$ cat src/rtl/pc_predict_pkg.sv
// Shared types for the PC prediction stage: 2-bit counter encodings
// and the BTB index/tag width helpers.
package pc_predict_pkg;

    typedef enum logic [1:0] {
        STRONG_NT = 2'b00,
        WEAK_NT   = 2'b01,
        WEAK_T    = 2'b10,
        STRONG_T  = 2'b11
    } ctr_t;

    // Index selects PC[idx_w+1:2]; the tag is everything above it.
    function automatic int unsigned btb_idx_w(input int unsigned entries);
        return $clog2(entries);
    endfunction

    function automatic int unsigned btb_tag_w(input int unsigned xlen,
                                              input int unsigned entries);
        return xlen - 2 - $clog2(entries);
    endfunction

    function automatic ctr_t ctr_inc(input ctr_t c);
        return (c == STRONG_T) ? STRONG_T : ctr_t'(c + 2'b01);
    endfunction

    function automatic ctr_t ctr_dec(input ctr_t c);
        return (c == STRONG_NT) ? STRONG_NT : ctr_t'(c - 2'b01);
    endfunction

endpackage

$ cat src/rtl/pc_predict_stage_if.sv
// Bus between the PC stage, fetch/decode and the execute-stage resolution.
// slave: the PC stage; master: the surrounding pipeline.
interface pc_predict_stage_if #(
    parameter int unsigned XLEN = 32
);
    logic            stall;
    logic            ex_ctrl_valid;
    logic            ex_taken;
    logic [XLEN-1:0] ex_pc;
    logic [XLEN-1:0] ex_target;
    logic            ex_pred_taken;
    logic [XLEN-1:0] ex_pred_target;
    logic [XLEN-1:0] pc;
    logic            pred_taken;
    logic [XLEN-1:0] pred_target;
    logic            clear_decoding_stage;
    logic            clear_execution_stage;

    modport master (
        output stall, ex_ctrl_valid, ex_taken, ex_pc, ex_target,
        output ex_pred_taken, ex_pred_target,
        input  pc, pred_taken, pred_target,
        input  clear_decoding_stage, clear_execution_stage
    );

    modport slave (
        input  stall, ex_ctrl_valid, ex_taken, ex_pc, ex_target,
        input  ex_pred_taken, ex_pred_target,
        output pc, pred_taken, pred_target,
        output clear_decoding_stage, clear_execution_stage
    );
endinterface

$ cat src/rtl/branch_target_buffer.sv
// Direct-mapped BTB with 2-bit counters; only built with PC_PREDICT_BTB_EN.
// Ports: i_clk/i_rst, lookup (i_lookup_pc -> o_hit/o_taken/o_target), update (i_upd_*).
`ifdef PC_PREDICT_BTB_EN
module branch_target_buffer
    import pc_predict_pkg::*;
#(
    parameter int unsigned XLEN        = 32,
    parameter int unsigned BTB_ENTRIES = 16
) (
    input  logic            i_clk,
    input  logic            i_rst,
    input  logic [XLEN-3:0] i_lookup_pc,
    output logic            o_hit,
    output logic            o_taken,
    output logic [XLEN-1:0] o_target,
    input  logic            i_upd_valid,
    input  logic            i_upd_taken,
    input  logic [XLEN-3:0] i_upd_pc,
    input  logic [XLEN-1:0] i_upd_target
);
    localparam int unsigned IDX_W = btb_idx_w(BTB_ENTRIES);
    localparam int unsigned TAG_W = btb_tag_w(XLEN, BTB_ENTRIES);

    typedef struct packed {
        logic             valid;
        logic [TAG_W-1:0] tag;
        logic [XLEN-1:0]  target;
        ctr_t             ctr;
    } btb_entry_t;

    btb_entry_t r_mem [BTB_ENTRIES];

    logic [IDX_W-1:0] w_lk_idx;
    logic [TAG_W-1:0] w_lk_tag;
    btb_entry_t       w_lk;
    logic [IDX_W-1:0] w_up_idx;
    logic [TAG_W-1:0] w_up_tag;
    btb_entry_t       w_up;
    logic             w_up_hit;

    assign w_lk_idx = i_lookup_pc[IDX_W-1:0];
    assign w_lk_tag = i_lookup_pc[XLEN-3:IDX_W];
    assign w_lk     = r_mem[w_lk_idx];
    assign o_hit    = w_lk.valid && (w_lk.tag == w_lk_tag);
    assign o_taken  = o_hit && w_lk.ctr[1];
    assign o_target = w_lk.target;

    assign w_up_idx = i_upd_pc[IDX_W-1:0];
    assign w_up_tag = i_upd_pc[XLEN-3:IDX_W];
    assign w_up     = r_mem[w_up_idx];
    assign w_up_hit = w_up.valid && (w_up.tag == w_up_tag);

    // Tags and targets are left as-is on reset; a cleared valid bit hides them.
    always_ff @(posedge i_clk) begin
        if (i_rst) begin
            for (int i = 0; i < BTB_ENTRIES; i++) begin
                r_mem[IDX_W'(i)].valid <= 1'b0;
                r_mem[IDX_W'(i)].ctr   <= STRONG_NT;
            end
        end else if (i_upd_valid) begin
            if (i_upd_taken) begin
                r_mem[w_up_idx].valid  <= 1'b1;
                r_mem[w_up_idx].tag    <= w_up_tag;
                r_mem[w_up_idx].target <= i_upd_target;
                r_mem[w_up_idx].ctr    <= w_up_hit ? ctr_inc(w_up.ctr) : WEAK_T;
            end else if (w_up_hit) begin
                r_mem[w_up_idx].ctr <= ctr_dec(w_up.ctr);
            end
        end
    end

endmodule
`endif

$ cat src/rtl/pc_predict_stage.sv
// Fetch PC register with BTB next-PC prediction, mispredict redirect and flush strobes.
// Ports: i_clk, i_rst (sync, active-high), bus (slave). Macro PC_PREDICT_BTB_EN enables the BTB.
module pc_predict_stage
    import pc_predict_pkg::*;
#(
    parameter int unsigned     XLEN         = 32,
    parameter logic [XLEN-1:0] RESET_VECTOR = '0,
    parameter int unsigned     BTB_ENTRIES  = 16
) (
    input  logic              i_clk,
    input  logic              i_rst,
    pc_predict_stage_if.slave bus
);
    logic [XLEN-1:0] r_pc;
    logic [XLEN-1:0] w_pc_plus4;
    logic [XLEN-1:0] w_taken_target;
    logic [XLEN-1:0] w_redirect_pc;
    logic [XLEN-1:0] w_pred_target;
    logic            w_pred_taken;
    logic            w_mispredict;

    assign w_pc_plus4     = r_pc + XLEN'(4);
    // JALR targets may be odd; the LSB is dropped before fetch.
    assign w_taken_target = {bus.ex_target[XLEN-1:1], 1'b0};
    assign w_redirect_pc  = bus.ex_taken ? w_taken_target
                                         : bus.ex_pc + XLEN'(4);

    assign w_mispredict = bus.ex_ctrl_valid &&
        ((bus.ex_taken != bus.ex_pred_taken) ||
         (bus.ex_taken && (bus.ex_target != bus.ex_pred_target)));

`ifdef PC_PREDICT_BTB_EN
    logic            w_btb_hit;
    logic            w_btb_taken;
    logic [XLEN-1:0] w_btb_target;

    branch_target_buffer #(
        .XLEN        (XLEN),
        .BTB_ENTRIES (BTB_ENTRIES)
    ) u_btb (
        .i_clk        (i_clk),
        .i_rst        (i_rst),
        .i_lookup_pc  (r_pc[XLEN-1:2]),
        .o_hit        (w_btb_hit),
        .o_taken      (w_btb_taken),
        .o_target     (w_btb_target),
        .i_upd_valid  (bus.ex_ctrl_valid),
        .i_upd_taken  (bus.ex_taken),
        .i_upd_pc     (bus.ex_pc[XLEN-1:2]),
        .i_upd_target (w_taken_target)
    );

    // Counters only clear at the reset edge, so mask the prediction meanwhile.
    assign w_pred_taken  = w_btb_taken && !i_rst;
    assign w_pred_target = w_btb_hit ? w_btb_target : w_pc_plus4;
`else
    assign w_pred_taken  = 1'b0;
    assign w_pred_target = w_pc_plus4;
`endif

    always_ff @(posedge i_clk) begin
        if (i_rst) begin
            r_pc <= RESET_VECTOR;
        end else if (w_mispredict) begin
            r_pc <= w_redirect_pc;
        end else if (!bus.stall) begin
            r_pc <= w_pred_taken ? w_pred_target : w_pc_plus4;
        end
    end

    assign bus.pc                    = r_pc;
    assign bus.pred_taken            = w_pred_taken;
    assign bus.pred_target           = w_pred_target;
    assign bus.clear_decoding_stage  = w_mispredict || i_rst;
    assign bus.clear_execution_stage = w_mispredict || i_rst;

endmodule
$ cat src/flat_wrapper.sv
// flat-port wrapper written by rule: the top's interface ports become plain ports
module pc_predict_stage_flat import pc_predict_pkg::*;
#(
    parameter int unsigned     XLEN         = 32,
    parameter logic [XLEN-1:0] RESET_VECTOR = '0,
    parameter int unsigned     BTB_ENTRIES  = 16
)
  (i_clk, i_rst, bus_stall, bus_ex_ctrl_valid, bus_ex_taken, bus_ex_pc, bus_ex_target, bus_ex_pred_taken, bus_ex_pred_target, bus_pc, bus_pred_taken, bus_pred_target, bus_clear_decoding_stage, bus_clear_execution_stage);
  pc_predict_stage_if #(.XLEN(XLEN)) bus_i ();
  input  logic i_clk;
  input  logic i_rst;
  input wire logic [$bits(bus_i.stall)-1:0] bus_stall;
  input wire logic [$bits(bus_i.ex_ctrl_valid)-1:0] bus_ex_ctrl_valid;
  input wire logic [$bits(bus_i.ex_taken)-1:0] bus_ex_taken;
  input wire logic [$bits(bus_i.ex_pc)-1:0] bus_ex_pc;
  input wire logic [$bits(bus_i.ex_target)-1:0] bus_ex_target;
  input wire logic [$bits(bus_i.ex_pred_taken)-1:0] bus_ex_pred_taken;
  input wire logic [$bits(bus_i.ex_pred_target)-1:0] bus_ex_pred_target;
  output wire logic [$bits(bus_i.pc)-1:0] bus_pc;
  output wire logic [$bits(bus_i.pred_taken)-1:0] bus_pred_taken;
  output wire logic [$bits(bus_i.pred_target)-1:0] bus_pred_target;
  output wire logic [$bits(bus_i.clear_decoding_stage)-1:0] bus_clear_decoding_stage;
  output wire logic [$bits(bus_i.clear_execution_stage)-1:0] bus_clear_execution_stage;
  assign bus_i.stall = bus_stall;
  assign bus_i.ex_ctrl_valid = bus_ex_ctrl_valid;
  assign bus_i.ex_taken = bus_ex_taken;
  assign bus_i.ex_pc = bus_ex_pc;
  assign bus_i.ex_target = bus_ex_target;
  assign bus_i.ex_pred_taken = bus_ex_pred_taken;
  assign bus_i.ex_pred_target = bus_ex_pred_target;
  assign bus_pc = bus_i.pc;
  assign bus_pred_taken = bus_i.pred_taken;
  assign bus_pred_target = bus_i.pred_target;
  assign bus_clear_decoding_stage = bus_i.clear_decoding_stage;
  assign bus_clear_execution_stage = bus_i.clear_execution_stage;
  pc_predict_stage #(.XLEN(XLEN), .RESET_VECTOR(RESET_VECTOR), .BTB_ENTRIES(BTB_ENTRIES)) u_core (.i_clk(i_clk), .i_rst(i_rst), .bus(bus_i));
endmodule
$ cat config.mk
export PLATFORM = sky130hd
export DESIGN_NAME = pc_predict_stage_flat
export DESIGN_NICKNAME = d
export VERILOG_FILES = /design/src/rtl/pc_predict_pkg.sv /design/src/rtl/pc_predict_stage_if.sv /design/src/rtl/branch_target_buffer.sv /design/src/rtl/pc_predict_stage.sv /design/src/flat_wrapper.sv
export SDC_FILE = /design/constraint.sdc
export NUM_CORES = 1
export LEC_CHECK = 0
export CELL_PAD_IN_SITES_DETAIL_PLACEMENT = 2
export CELL_PAD_IN_SITES_GLOBAL_PLACEMENT = 2
export CORE_MARGIN = 10
export CORE_UTILIZATION = 25
export CTS_BUF_LIST = sky130_fd_sc_hd__clkbuf_8
export DETAILED_ROUTE_END_ITERATION = 6
export GPL_TIMING_DRIVEN = 0
export PLACE_DENSITY_LB_ADDON = 0.1
export SETUP_SLACK_MARGIN = 0.1
export SYNTH_ARGS = -nofsm -noshare
export SYNTH_HDL_FRONTEND = slang
export SYNTH_SLANG_ARGS = --single-unit
$ cat constraint.sdc
create_clock -name i_clk -period 3.55 [get_ports i_clk]
set_input_delay 0.8875 -clock i_clk [delete_from_list [all_inputs] [get_ports i_clk]]
set_output_delay 0.8875 -clock i_clk [all_outputs]
set_load 0.01 [all_outputs]
# Yosys cells after proc, flatten, opt, wreduce, memory -nomap -nowiden
# Index checks and enable logic that the tools add are counted.
# op_classes
add_sub_neg	2
eq_ne	3
n_mux	3
reduce_logical	4
# op_table
op	count
2-to-1 mux 32 bit	3
adder 32 x 3 -> 32 bit, second input constant	2
!= test 32 bit	1
logical AND 1 bit	2
logical OR 1 bit	2
!= test 2 x 1 -> 1 bit, second input constant	1
!= test 1 bit	1
# totals
reg_bits	32
in_bits	102
output_inout_bits	67
word_cells	13

# Logic depth before layout (Yosys ltp)
# depth
word_depth	5
ltp_mapped	8

# Worst setup path after synthesis
# OpenSTA, ideal clock, no wires.
# synth_timing
kind	input -> output
startpoint	input bus_ex_pred_target[22]
endpoint	output bus_clear_execution_stage
arrival_ps	2089
required_ps	2663
path_slack_ps	573
stages	7
path_buffers	2
cell_sequence	xnor2_1 > nand4_1 > nor4_1 > and3_1 > buf_4 > o21ai_0 > buf_4
# synth_between
elab_chain_cells	5
# synth_rtl
element	line_no	rtl
from (decl)	flat_wrapper.sv:18	input wire logic [$bits(bus_i.ex_pred_target)-1:0] bus_ex_pred_target;
!= test 32 bit	pc_predict_stage.sv:30	(bus.ex_taken && (bus.ex_target != bus.ex_pred_target)));
logical AND 1 bit	pc_predict_stage.sv:30	
logical OR 1 bit	pc_predict_stage.sv:29	((bus.ex_taken != bus.ex_pred_taken) ||
logical AND 1 bit	pc_predict_stage.sv:28	assign w_mispredict = bus.ex_ctrl_valid &&
logical OR 1 bit	n/a	
to (decl)	flat_wrapper.sv:23	output wire logic [$bits(bus_i.clear_execution_stage)-1:0] bus_clear_execution_stage;
# Every way passes these cells.

# Final worst setup path
# layout_timing
startpoint	input bus_ex_target[10]
endpoint	output bus_clear_execution_stage
# layout_between
elab_chain_cells	5
# layout_rtl
element	line_no	rtl
from (decl)	flat_wrapper.sv:16	input wire logic [$bits(bus_i.ex_target)-1:0] bus_ex_target;
!= test 32 bit	pc_predict_stage.sv:30	
logical AND 1 bit	pc_predict_stage.sv:30	
logical OR 1 bit	pc_predict_stage.sv:29	
logical AND 1 bit	pc_predict_stage.sv:28	
logical OR 1 bit	pc_predict_stage.sv:75	assign bus.clear_execution_stage = w_mispredict || i_rst;
# Every way passes these cells.

==> key figures <==
Status
  – Status: completed

Critical path
  – Worst-path fanout max: 2
  – Worst setup SP type: input port
  – Req. time, crit path: 2.66 ns
  – Critical Path Most Common Cell: buf_6
  – WS Path Type: in2out
  – Slowest CP cell: clkdlybuf4s50_1
  – R2R depth: 9
  – Cell Chain, Critical Path: clkdlybuf4s50_1 -> xnor2_1 -> nand4_1 -> nor2_4 -> and3_4 -> buf_6 -> o21ai_4 -> buf_6 -> buf_6
  – CP peak stage delay: 0.53 ns
  – Data arrival, critical path: 2.55 ns
  – CP Capture Type: output pin

STA
  – Max Slew Vio Count: 0
  – Slew HR: 51.4%
  – PnR worst setup slack: 0.115 ns
  – Final Setup Violations: 0
  – Fmax: 0.291 GHz
  – Final Skew: 0.00655 ns
  – Fin. Hold Viols: 0
  – Period minus WS final: 3.43 ns
  – Tcrit/Tclk final: 96.8%
  – Slew @ Worst Pin: 0.724 ns
  – Hold_ws: 0.519 ns
  – Unrepaired setup endpoints after global routing: true

Final layout
  – Post-layout nets: 774
  – Ant. Diodes: 0
  – Share of post-route cells with drive strength above 1: between 10% and 20%
  – Syn-to-layout area delta: 69.0%
  – Post-Layout Cell Count: roughly 850
  – Max reg flops: 32

Floorplan
  – Initial core utilization: 25.4%
  – Core Area: 0.0145 mm²
  – Die area: 0.0200 mm²
  – Io pins: around 170
  – Core Rows: 44
  – DIE HEIGHT: between 100 and 150 µm
  – Die width: 141 µm

Run
  – Max-Cap Viols: 0

Clock network
  – CTS root buffer: clkbuf_8
  – Sink Count: 32
  – H-tree depth: 2
  – Num CTS Buffers: 5
  – Longest Clk Path Bufs: 2
  – Hold-fix buffer count after cts: 0
  – Worst-path clk slew: around 0.070 ns
  – CTS tree: built
  – Worst skew pair latency: 0.29 ns

Synthesis
  – Asr flop ratio synth: 0%
  – Main synth FF type: dfxtp_1
  – Distinct cells, synth: 47
  – Syn_area_per_cell: 7.71 µm²
  – Cell count after synthesis: about 480
  – Seq/Total Area, Yosys: ~17%
  – Synthesized flop and latch total: 32
  – Syn nets: 581
  – Synth warn: 0
  – Post-synth EDFFs: 0
  – Post-Syn Area: 0.00368 mm²

Place
  – DP Worst Slack: -0.826 ns
  – Inst Count DP: slightly above 800
  – Post-DP HPWL: 15,700 µm
  – Final Wtd Congestion: 0.811
  – I/O Buffers: 166

Power and ir drop
  – Leakage power: 2.60 nW
  – PD cells: 214 mW/mm²
  – Max VDD drop: 97.5 µV

Min path
  – Worst min-delay path category: reg2reg
  – Hold Crit Depth: 2

Routing
  – WL/cell: 22.4 µm
  – Routed vias/inst: slightly above 5
  – ANT nets after route: 0
  – Routed wire length: 19,100 µm
  – Drt drc: 0
  – Initial drt markers: 175
  – Via count: 4,340
  – First-pass DRT Iterations: 4

GRT
  – Initial antenna violation count: 0
  – Pin count of the biggest net entering global routing: 11
  – Grt ovf: 0
  – Number of global-route vias before repair: 4,873
  – First-pass GRT wire length: about 29,000 µm
  – All-layer global routing usage: 18.0%
[metal layers]
layer | routed length [µm] | GRT usage [%] | up-vias
met5 | 0 | 0 | -
met4 | 280 | 3.86 | 0
met1 | 8030 | 21.2 | 2122
met3 | 1020 | 3.77 | 12
met2 | 9790 | 32.6 | 118
li1 | - | - | 2088
[placed cells by master (no fill, tap or decap), drive strengths merged, types with 3 or more instances in the layout]
cell and n:
clkdlybuf4s50 104, xnor2 89, nand2 45, nand3 37, buf 37, dlymetal6s2s 36
nand4 35, dfxtp 32, clkbuf 30, xor2 28, nor2 26, o21ai 23
dlygate4sd2 19, nor4 13, mux2i 12, o21a 11, nor3 11, o2111ai 11
o31ai 10, a21oi 10, inv 9, and3 8, and4 4, a211oi 4
nand3b 3, clkdlybuf4s15 3
[path summary, 6_finish.rpt]
| check | slack [ns] | start | endpoint |
|---|---|---|---|
| min | 0.52 | u_core.bus.pc[0] | u_core.bus.pc[0] |
| max reg2reg | 1.50 | u_core.bus.pc[16] | u_core.bus.pc[28] |
| max | 0.12 | bus_ex_target[10] | bus_clear_execution_stage |
| min reg2reg | 0.52 | u_core.bus.pc[0] | u_core.bus.pc[0] |
[power breakdown]
| part | switching [mW] | total, mW | internal, mW |
|---|---|---|---|
| clock | 0.144 | 0.317 | 0.173 |
| combinational | 0.279 | 0.585 | 0.305 |
| sequential | 0.0431 | 0.430 | 0.387 |
| total | 0.467 | 1.33 | 0.865 |
[critical path, delay by kind of cell]
kind / cells / cell delay [ns]
compound gates: 1 / 0.05
xor+xnor: 1 / 0.14
simple gates: 3 / 0.58
buf+inv: 4 / 0.89
[synthesized netlist by cell type, types with 3 or more instances]
cell       count  area, µm²
xnor2_1       89        780
nand2_1       44        165
nand3_1       37        185
dfxtp_1       32        641
nand4_1       31        194
xor2_1        28        245
nor2_1        23       86.3
o21ai_0       20        100
clkbuf_1      18       67.6
mux2i_1       12        120
o2111ai_1     11       96.3
o21a_1        11       82.6
a21oi_1       10       50.1
nor3_1        10       50.1
o31ai_1       10       75.1
buf_2          9       45.0
buf_4          9       67.6
inv_1          9       33.8
and3_1         8       50.1
nor4_1         6       37.5
a211oi_1       4       30.0
and4_1         4       35.0
nor4_4         4       85.1
nand3b_1       3       22.5
nand4_4        3       63.8
nor2_2         3       18.8
nor4_2         3       37.5
o21ai_1        3       15.0
[through the flow]
stage / util [%] / instance area, µm² / total power [mW] / TNS, ns
global placement: 38.5 / 5570 / 0.994 / -1.58
CTS: 40.4 / 5850 / 1.32 / 0
floorplan: - / 3680 / 0.660 / 0
detailed placement: 38.5 / 5570 / 1.00 / -1.52
global route: 42.9 / 6220 / 1.40 / 0
finish: 42.9 / 6220 / 1.33 / 0
[timing repair]
item / in CTS / in global routing
hold endpoints to repair: 0 / 0
pin swaps: 10 / 38
buffers inserted: 14 / 4
gates cloned: 0 / 2
resized for setup: 57 / 89
setup endpoints to repair: 18 / 27
[cells by family after synthesis]
family / share of synthesized area, %
AOI/OAI and AO/OA: 13.8
xor gates and xnor gates: 27.8
adders and majority gates: 0.680
buffers and inverters: 5.81
DFF: 17.4
muxes: 3.26
other: 0.102
and+or+nand+nor: 31.0
[cell type report]
cell class | count | area, µm²
buffer | 36 | 223
tap | 184 | 230
fill | 1646 | 8260
multi-input combinational | 400 | 3110
inverter | 9 | 33.8
sequential | 32 | 646
clock buffer | 7 | 96.3
timing repair buffer | 186 | 1880
(Power assumes the default switching activity.)
